[config.mk]
export PLATFORM = sky130hd
export DESIGN_NAME = mm_trans_axil_master
export DESIGN_NICKNAME = d
export VERILOG_FILES = /design/src/rtl/mm_trans_axil_master.sv
export SDC_FILE = /design/constraint.sdc
export NUM_CORES = 1
export LEC_CHECK = 0
export CAP_MARGIN = 20
export CORE_ASPECT_RATIO = 1.5
export CORE_MARGIN = 2
export CORE_UTILIZATION = 43
export DETAILED_ROUTE_END_ITERATION = 6
export PLACE_DENSITY_LB_ADDON = 0.25
export SYNTH_ARGS = -nofsm -noshare
export SYNTH_HDL_FRONTEND = slang
export SYNTH_SLANG_ARGS = --single-unit
[constraint.sdc]
create_clock -name clk -period 12.52 [get_ports clk]
set_input_delay 2.504 -clock clk [delete_from_list [all_inputs] [get_ports clk]]
set_output_delay 2.504 -clock clk [all_outputs]
set_load 0.02 [all_outputs]
[src/rtl/mm_trans_axil_master.sv]
// mm_trans_axil_master: replays packed MM records as single AXI-Lite accesses; define MM_RESP_CHK_EN to track non-OKAY responses
module mm_trans_axil_master #(
  parameter int C_S_AXI_ADDR_WDT = 32,
  parameter int C_S_AXI_DATA_WDT = 32,
  parameter int C_S_AXI_STRB_WDT = 4,
  parameter int C_MM_TRANS_WDT   = 80,
  parameter int C_ERR_CNT_WDT    = 16
) (
  input  logic                        clk,
  input  logic                        rst,
  input  logic [C_MM_TRANS_WDT-1:0]   trans_in_data,
  input  logic                        trans_in_valid,
  output logic                        trans_in_ready,
  output logic [C_S_AXI_DATA_WDT-1:0] rd_data,
  output logic                        rd_data_valid,
  input  logic                        rd_data_ready,
  output logic                        eob_pulse,
  output logic                        busy,
  output logic [C_S_AXI_ADDR_WDT-1:0] M_AXI_AWADDR,
  output logic [2:0]                  M_AXI_AWPROT,
  output logic                        M_AXI_AWVALID,
  input  logic                        M_AXI_AWREADY,
  output logic [C_S_AXI_DATA_WDT-1:0] M_AXI_WDATA,
  output logic [C_S_AXI_STRB_WDT-1:0] M_AXI_WSTRB,
  output logic                        M_AXI_WVALID,
  input  logic                        M_AXI_WREADY,
  input  logic [1:0]                  M_AXI_BRESP,
  input  logic                        M_AXI_BVALID,
  output logic                        M_AXI_BREADY,
  output logic [C_S_AXI_ADDR_WDT-1:0] M_AXI_ARADDR,
  output logic [2:0]                  M_AXI_ARPROT,
  output logic                        M_AXI_ARVALID,
  input  logic                        M_AXI_ARREADY,
  input  logic [C_S_AXI_DATA_WDT-1:0] M_AXI_RDATA,
  input  logic [1:0]                  M_AXI_RRESP,
  input  logic                        M_AXI_RVALID,
  output logic                        M_AXI_RREADY,
  output logic                        err_flag,
  output logic [C_ERR_CNT_WDT-1:0]    err_cnt
);
  localparam int ADDR_LSB = C_S_AXI_DATA_WDT + 8;
  typedef enum logic [2:0] {S_IDLE, S_WR_REQ, S_WR_RESP, S_RD_REQ, S_RD_RESP, S_RD_OUT} state_t;
  state_t                      r_state;
  logic                        r_in_ready, r_eob, r_busy;
  logic [C_S_AXI_ADDR_WDT-1:0] r_awaddr, r_araddr;
  logic [C_S_AXI_DATA_WDT-1:0] r_wdata, r_rd_data;
  logic [C_S_AXI_STRB_WDT-1:0] r_wstrb;
  logic                        r_awvalid, r_wvalid, r_bready, r_arvalid, r_rready, r_rd_valid;
  logic [7:0]                  w_dir;
  logic [C_S_AXI_ADDR_WDT-1:0] w_addr;
  logic [C_S_AXI_DATA_WDT-1:0] w_data;
  logic [C_S_AXI_STRB_WDT-1:0] w_strb;
  logic                        w_accept, w_eob, w_unused;
  assign w_dir    = trans_in_data[C_MM_TRANS_WDT-1 -: 8];
  assign w_addr   = trans_in_data[ADDR_LSB +: C_S_AXI_ADDR_WDT];
  assign w_data   = trans_in_data[8 +: C_S_AXI_DATA_WDT];
  assign w_strb   = trans_in_data[C_S_AXI_STRB_WDT-1:0];
  assign w_eob    = ~|trans_in_data;
  assign w_accept = trans_in_valid & r_in_ready;
  assign trans_in_ready = r_in_ready;
  assign eob_pulse      = r_eob;
  assign busy           = r_busy;
  assign rd_data        = r_rd_data;
  assign rd_data_valid  = r_rd_valid;
  assign M_AXI_AWADDR   = r_awaddr;
  assign M_AXI_AWPROT   = 3'b000;
  assign M_AXI_AWVALID  = r_awvalid;
  assign M_AXI_WDATA    = r_wdata;
  assign M_AXI_WSTRB    = r_wstrb;
  assign M_AXI_WVALID   = r_wvalid;
  assign M_AXI_BREADY   = r_bready;
  assign M_AXI_ARADDR   = r_araddr;
  assign M_AXI_ARPROT   = 3'b000;
  assign M_AXI_ARVALID  = r_arvalid;
  assign M_AXI_RREADY   = r_rready;
  // one-transaction-at-a-time sequencer; every output is a register so reset drops VALIDs immediately
  always_ff @(posedge clk or posedge rst) begin
    if (rst) begin
      r_state    <= S_IDLE;
      r_in_ready <= 1'b0;
      r_eob      <= 1'b0;
      r_busy     <= 1'b0;
      r_awaddr   <= '0;
      r_awvalid  <= 1'b0;
      r_wdata    <= '0;
      r_wstrb    <= '0;
      r_wvalid   <= 1'b0;
      r_bready   <= 1'b0;
      r_araddr   <= '0;
      r_arvalid  <= 1'b0;
      r_rready   <= 1'b0;
      r_rd_data  <= '0;
      r_rd_valid <= 1'b0;
    end else begin
      r_eob <= 1'b0;
      case (r_state)
        S_IDLE: begin
          if (w_accept & ~w_eob) begin
            r_in_ready <= 1'b0;
            r_busy     <= 1'b1;
            if (|w_dir) begin
              r_state   <= S_WR_REQ;
              r_awaddr  <= w_addr;
              r_awvalid <= 1'b1;
              r_wdata   <= w_data;
              r_wstrb   <= w_strb;
              r_wvalid  <= 1'b1;
            end else begin
              r_state   <= S_RD_REQ;
              r_araddr  <= w_addr;
              r_arvalid <= 1'b1;
            end
          end else begin
            r_in_ready <= 1'b1;
            r_eob      <= w_accept;
          end
        end
        S_WR_REQ: begin
          if (M_AXI_AWREADY) begin
            r_awvalid <= 1'b0;
            r_awaddr  <= '0;
          end
          if (M_AXI_WREADY) begin
            r_wvalid <= 1'b0;
            r_wdata  <= '0;
            r_wstrb  <= '0;
          end
          if ((~r_awvalid | M_AXI_AWREADY) & (~r_wvalid | M_AXI_WREADY)) begin
            r_state  <= S_WR_RESP;
            r_bready <= 1'b1;
          end
        end
        S_WR_RESP: begin
          if (M_AXI_BVALID) begin
            r_state    <= S_IDLE;
            r_bready   <= 1'b0;
            r_busy     <= 1'b0;
            r_in_ready <= 1'b1;
          end
        end
        S_RD_REQ: begin
          if (M_AXI_ARREADY) begin
            r_state   <= S_RD_RESP;
            r_arvalid <= 1'b0;
            r_araddr  <= '0;
            r_rready  <= 1'b1;
          end
        end
        S_RD_RESP: begin
          if (M_AXI_RVALID) begin
            r_state    <= S_RD_OUT;
            r_rready   <= 1'b0;
            r_rd_data  <= M_AXI_RDATA;
            r_rd_valid <= 1'b1;
          end
        end
        S_RD_OUT: begin
          if (rd_data_ready) begin
            r_state    <= S_IDLE;
            r_rd_valid <= 1'b0;
            r_busy     <= 1'b0;
            r_in_ready <= 1'b1;
          end
        end
        default: r_state <= S_IDLE;
      endcase
    end
  end
`ifdef MM_RESP_CHK_EN
  logic                     r_err_flag;
  logic [C_ERR_CNT_WDT-1:0] r_err_cnt;
  logic                     w_resp_err;
  assign w_unused   = ^trans_in_data[7:C_S_AXI_STRB_WDT];
  assign w_resp_err = (r_state == S_WR_RESP & M_AXI_BVALID & |M_AXI_BRESP) |
                      (r_state == S_RD_RESP & M_AXI_RVALID & |M_AXI_RRESP);
  assign err_flag   = r_err_flag;
  assign err_cnt    = r_err_cnt;
  // sticky error flag and saturating count of non-OKAY responses
  always_ff @(posedge clk or posedge rst) begin
    if (rst) begin
      r_err_flag <= 1'b0;
      r_err_cnt  <= '0;
    end else if (w_resp_err) begin
      r_err_flag <= 1'b1;
      r_err_cnt  <= &r_err_cnt ? r_err_cnt : r_err_cnt + C_ERR_CNT_WDT'(1);
    end
  end
`else
  assign w_unused = ^{trans_in_data[7:C_S_AXI_STRB_WDT], M_AXI_BRESP, M_AXI_RRESP};
  assign err_flag = 1'b0;
  assign err_cnt  = '0;
`endif
endmodule

-- Yosys cells after proc, flatten, opt, wreduce, memory -nomap -nowiden
Cells that the tools add are included.
Widths: inputs -> output; s select.
- ROM bits: 0
- output and inout bits: 164
- RAM bits: 0
- word-level logic and storage cells: 107
- input port bits: 125
- flip-flop bits (word level): 144
- bits in latches: 0
- memories kept: 0
- add/subtract/negate cells: 0
- divide/modulo/power cells: 0
- mux-type cells: 51
- reductions and logical operators: 19
- shift-type cells: 0
- bitwise gates (word level): 7
- $lt $le $gt $ge: 0
- eq/ne operators: 15
- multipliers: 0
- operators with widths (cell ; count):
    $mux 32 ; 9
    $pmux 32 s2 ; 3
    $reduce_or 80->1 ; 1
    $ne 2x2->1 const B ; 10
    $mux 1 ; 19
    $mux 3 ; 6
    $pmux 3 s6 ; 1
    $reduce_and 4->1 ; 4
    $mux 4 ; 3
    $pmux 1 s2 ; 6
    $reduce_and 3->1 ; 4
    $reduce_bool 2->1 ; 5
    $pmux 4 s2 ; 1
    $reduce_or 8->1 ; 1
    $eq 3x2->1 const B ; 2
    $eq 3x3->1 const B ; 2
    $pmux 1 s3 ; 2
    $reduce_and 6->1 ; 1
    $and 1x1->1 ; 3
    $eq 3x1->1 const B ; 1
    $logic_not 3->1 ; 1
    $reduce_bool 3->1 ; 1
    $mux 2 ; 1
    $not 1->1 ; 2
    other kinds (2) ; 3

-- Depth between registers and ports, before layout
- word-level depth: 5
- gate-level depth with buffers: 7
- gate-level depth less buffers: 5

-- Worst setup path after synthesis
Ideal clock, no wire load.
- path kind: input to register
- from: input trans_in_data[2]
- to: register r_araddr[8], in the netlist M_AXI_ARADDR[8]
- required time: 12.400 ns
- setup time: 0.120 ns
- path slack: 8.498 ns
- cell stages on the path: 6
- path buffers: 1
- data arrival time: 3.902 ns
- cell sequence: or4_1 nor2_1 and4_1 a21oi_1 buf_2 a22o_4
- longest elaborated chain between the ends: 4
- RTL lines (what ; RTL line ; text):
    start: declaration ; 11 ; input logic [C_MM_TRANS_WDT-1:0] trans_in_data,
    $reduce_or 80->1 ; 58 ; assign w_eob = ~|trans_in_data;
    $and 1x1->1 ; 98 ; if (w_accept & ~w_eob) begin
    $ne 2x2->1 (no line) ; n/a ;
    $reduce_and 4->1 (no line) ; n/a ;
    end signal: assignment ; 110 ; r_araddr <= w_addr;
    end: declaration ; 45 ; logic [C_S_AXI_ADDR_WDT-1:0] r_awaddr, r_araddr;
Every way passes these cells.
A chain may end at the register's enable or synchronous reset.

-- Worst setup path after layout
- from: input trans_in_data[54]
- to: register r_araddr[1], in the netlist M_AXI_ARADDR[1]
Same word-level chain as after synthesis.

==> qor.yml <==
cts.clk_slew.worst_paths_ns: 0.06
max_freq_mhz: 194
start_util_pct: 44.2
synth_ff_type: "dfrtp_1"
antenna_found_initial: 0
gr-total-overflow: 0
dpl.hpwl_mm: 12.2
crit_chain: "clkdlybuf4s50_1 > nor4_1 > nand4_1 > or4_4 > o21ai_4 > a22o_1"
die_area_um2: 14300
root_buffer: "clkbuf_16"
path_buf_inv: 1
syn_inst: 421
power_per_cell_area_nw_per_um2: 235
cts_tree: "built"
rows: 51
endpoint_kind: "flop"
power.leakage_nw: 3.96
clockBufferDepth: 2
final_cells: 850
nNetsFinal: 803
globalplace.congestion: 0.840
timing.final.crit_share_pct: 41.1
tns_ns: 0
drive_gt1_share_pct: 11.3
cts-resized-gates: 0
grtUsageTotal_pct: 24.4
ant_nets: 0
critical_path_peak_fanout: 33
crit_required_ns: 12.86
synth.cell_area_um2: 5750
grt_pass1_vias: 4895
drt_iter0_markers: 190
yosysWarningCount: 0
cts_htree_levels: 4
crit_slowest_cell: "o21ai_4"
fp.dieW_um: 98.4
slew_headroom_pct: 29.6
ir_drop_uv: 116
cts_hold_buffers: 0
start_kind: "input port"
first_pass_iters: 5
hold_class: "reg2reg"
routedWlPerCell_um: 20.4
antenna_cells: 0
final-hold-violation-count: 0
worst_path_dominant_cell_family: "simple AND/OR/NAND/NOR gates"
portBuffers: 261
final_cell_mix: "clkdlybuf4s50_1 (261), dfrtp_1 (144), a22o_1 (98)"
design_area_um2: 9010
synth_seq_cells: 144
dp.cells: 818
drt-total-wl_mm: 17.3
worst_pin_slew_ns: 1.05
fin_crit_ns: 5.15
via_count: 4672
core_area_um2: 13000
die_h_um: 146
slew_violations: 0
rsz0062_at_grt: "no"
setup_viol: 0
n_fill_cell: 947
synth_edf_count: 0
synthArstFlopShare_pct: 100
finClkSkew_ns: 0.00830
cts.sinks: 144
cts_setup_buffers: 0
p_total_mw: 2.12
io_pins: 289
syn_to_final_growth_pct: 56.7
ys_types: 42
clk_latency_ns: 0.42
layout_commonest_cell: "clkdlybuf4s50_1"
ys_seq_area_share_pct: 62.7
drc: 0
crit_path_max_incr_delay_ns: 0.81
postPlaceCellArea_um2: 8400
via_per_inst: 5.50
cts_buffers: 17
drv_cap: 0
cp.arrival_ns: 5.49
worstSetupPathType: "in2reg"
status: "completed"
grt_start_max_net_pins: 90
syn_area_per_cell_um2: 13.7
grt_pass1_wl_mm: 27.3
-- stage by stage --
| step | hold WS (ns) | worst slack [ns] | utilization, % |
|---|---|---|---|
| 3_5_place_dp | 0.468 | 6.92 | 64.5 |
| 3_3_place_gp | 0.462 | 7.00 | 64.5 |
| 4_1_cts | 0.502 | 7.35 | 69.2 |
| 6_report | 0.492 | 7.37 | 69.2 |
| 2_1_floorplan | 0.525 | 6.15 | - |
| 5_1_grt | 0.508 | 7.30 | 69.2 |
-- power by group --
| part | switching, mW | internal, mW |
|---|---|---|
| Clock | 0.200 | 0.325 |
| Sequential | 0.0951 | 0.617 |
| Combinational | 0.445 | 0.435 |
-- synthesized netlist by cell type, drive strengths merged, types with 4 or more instances --
cell type | n | area, um2
nand2 | 15 | 56.3
inv | 4 | 15.0
a22o | 101 | 903
clkbuf | 13 | 48.8
o21ai | 11 | 70.1
and2 | 4 | 25.0
buf | 36 | 265
nor2 | 6 | 25.0
dfrtp | 144 | 3600
nand4 | 5 | 31.3
nor4 | 19 | 119
mux2 | 32 | 360
-- final timing paths --
check                           cells after the start         endpoint               from  slack (ns)
worst max-delay path                                6  M_AXI_ARADDR[1]  trans_in_data[54]        7.37
worst min-delay path                                1    M_AXI_ARVALID      M_AXI_ARVALID        0.49
worst max register to register                      5  M_AXI_ARADDR[1]         r_state[1]        9.81
worst min register to register                      1    M_AXI_ARVALID      M_AXI_ARVALID        0.49
max in group asynchronous                           3      rd_data[19]                rst        8.64
min in group asynchronous                           2  M_AXI_AWADDR[6]                rst        2.61
-- worst register-to-register path, cell delays in order, from the launching register on --
cell and delay [ns]:
dfrtp_1 0.48, nor2_2 0.32, nand4_1 0.18, or4_4 0.57, o21ai_4 0.81, a22o_1 0.28
-- logic make-up (layout without fill, tap and decap cells) --
group           after synthesis  after routing  synth area share (%)
simple gates                 63             63                  6.14
buf+inv                      53            301                  5.72
flops                       144            144                  62.7
mux                          33             33                  6.44
compound gates              127            127                  19.0
other cells                   1             23                0.0652
-- cell type report --
cell class | instances | area (um2) | share of cell area (%)
clock buffer | 20 | 457 | 5.07
clock inverter | 12 | 158 | 1.75
inverter | 4 | 20.0 | 0.222
multi-input combinational | 246 | 1930 | 21.4
sequential | 144 | 3600 | 40.0
tap | 159 | 199 | 2.21
timing repair buffer | 265 | 2640 | 29.3
-- sequential cells by signal, indices dropped and copies added, names as in the netlist, 3 cells and up --
signal / cells
M_AXI_WSTRB: 4
M_AXI_WDATA: 32
rd_data: 32
M_AXI_AWADDR: 32
M_AXI_ARADDR: 32
r_state: 3
-- per-layer routing --
metal | share of wire, % | GRT usage (%) | wire (um)
met5 | 0 | 0 | 0
met4 | 2.8 | 9.38 | 477
met3 | 6.7 | 6.44 | 1160
met2 | 52 | 41.5 | 9010
met1 | 39 | 29.5 | 6680
No activity file was read; power rests on OpenSTA's default activity.
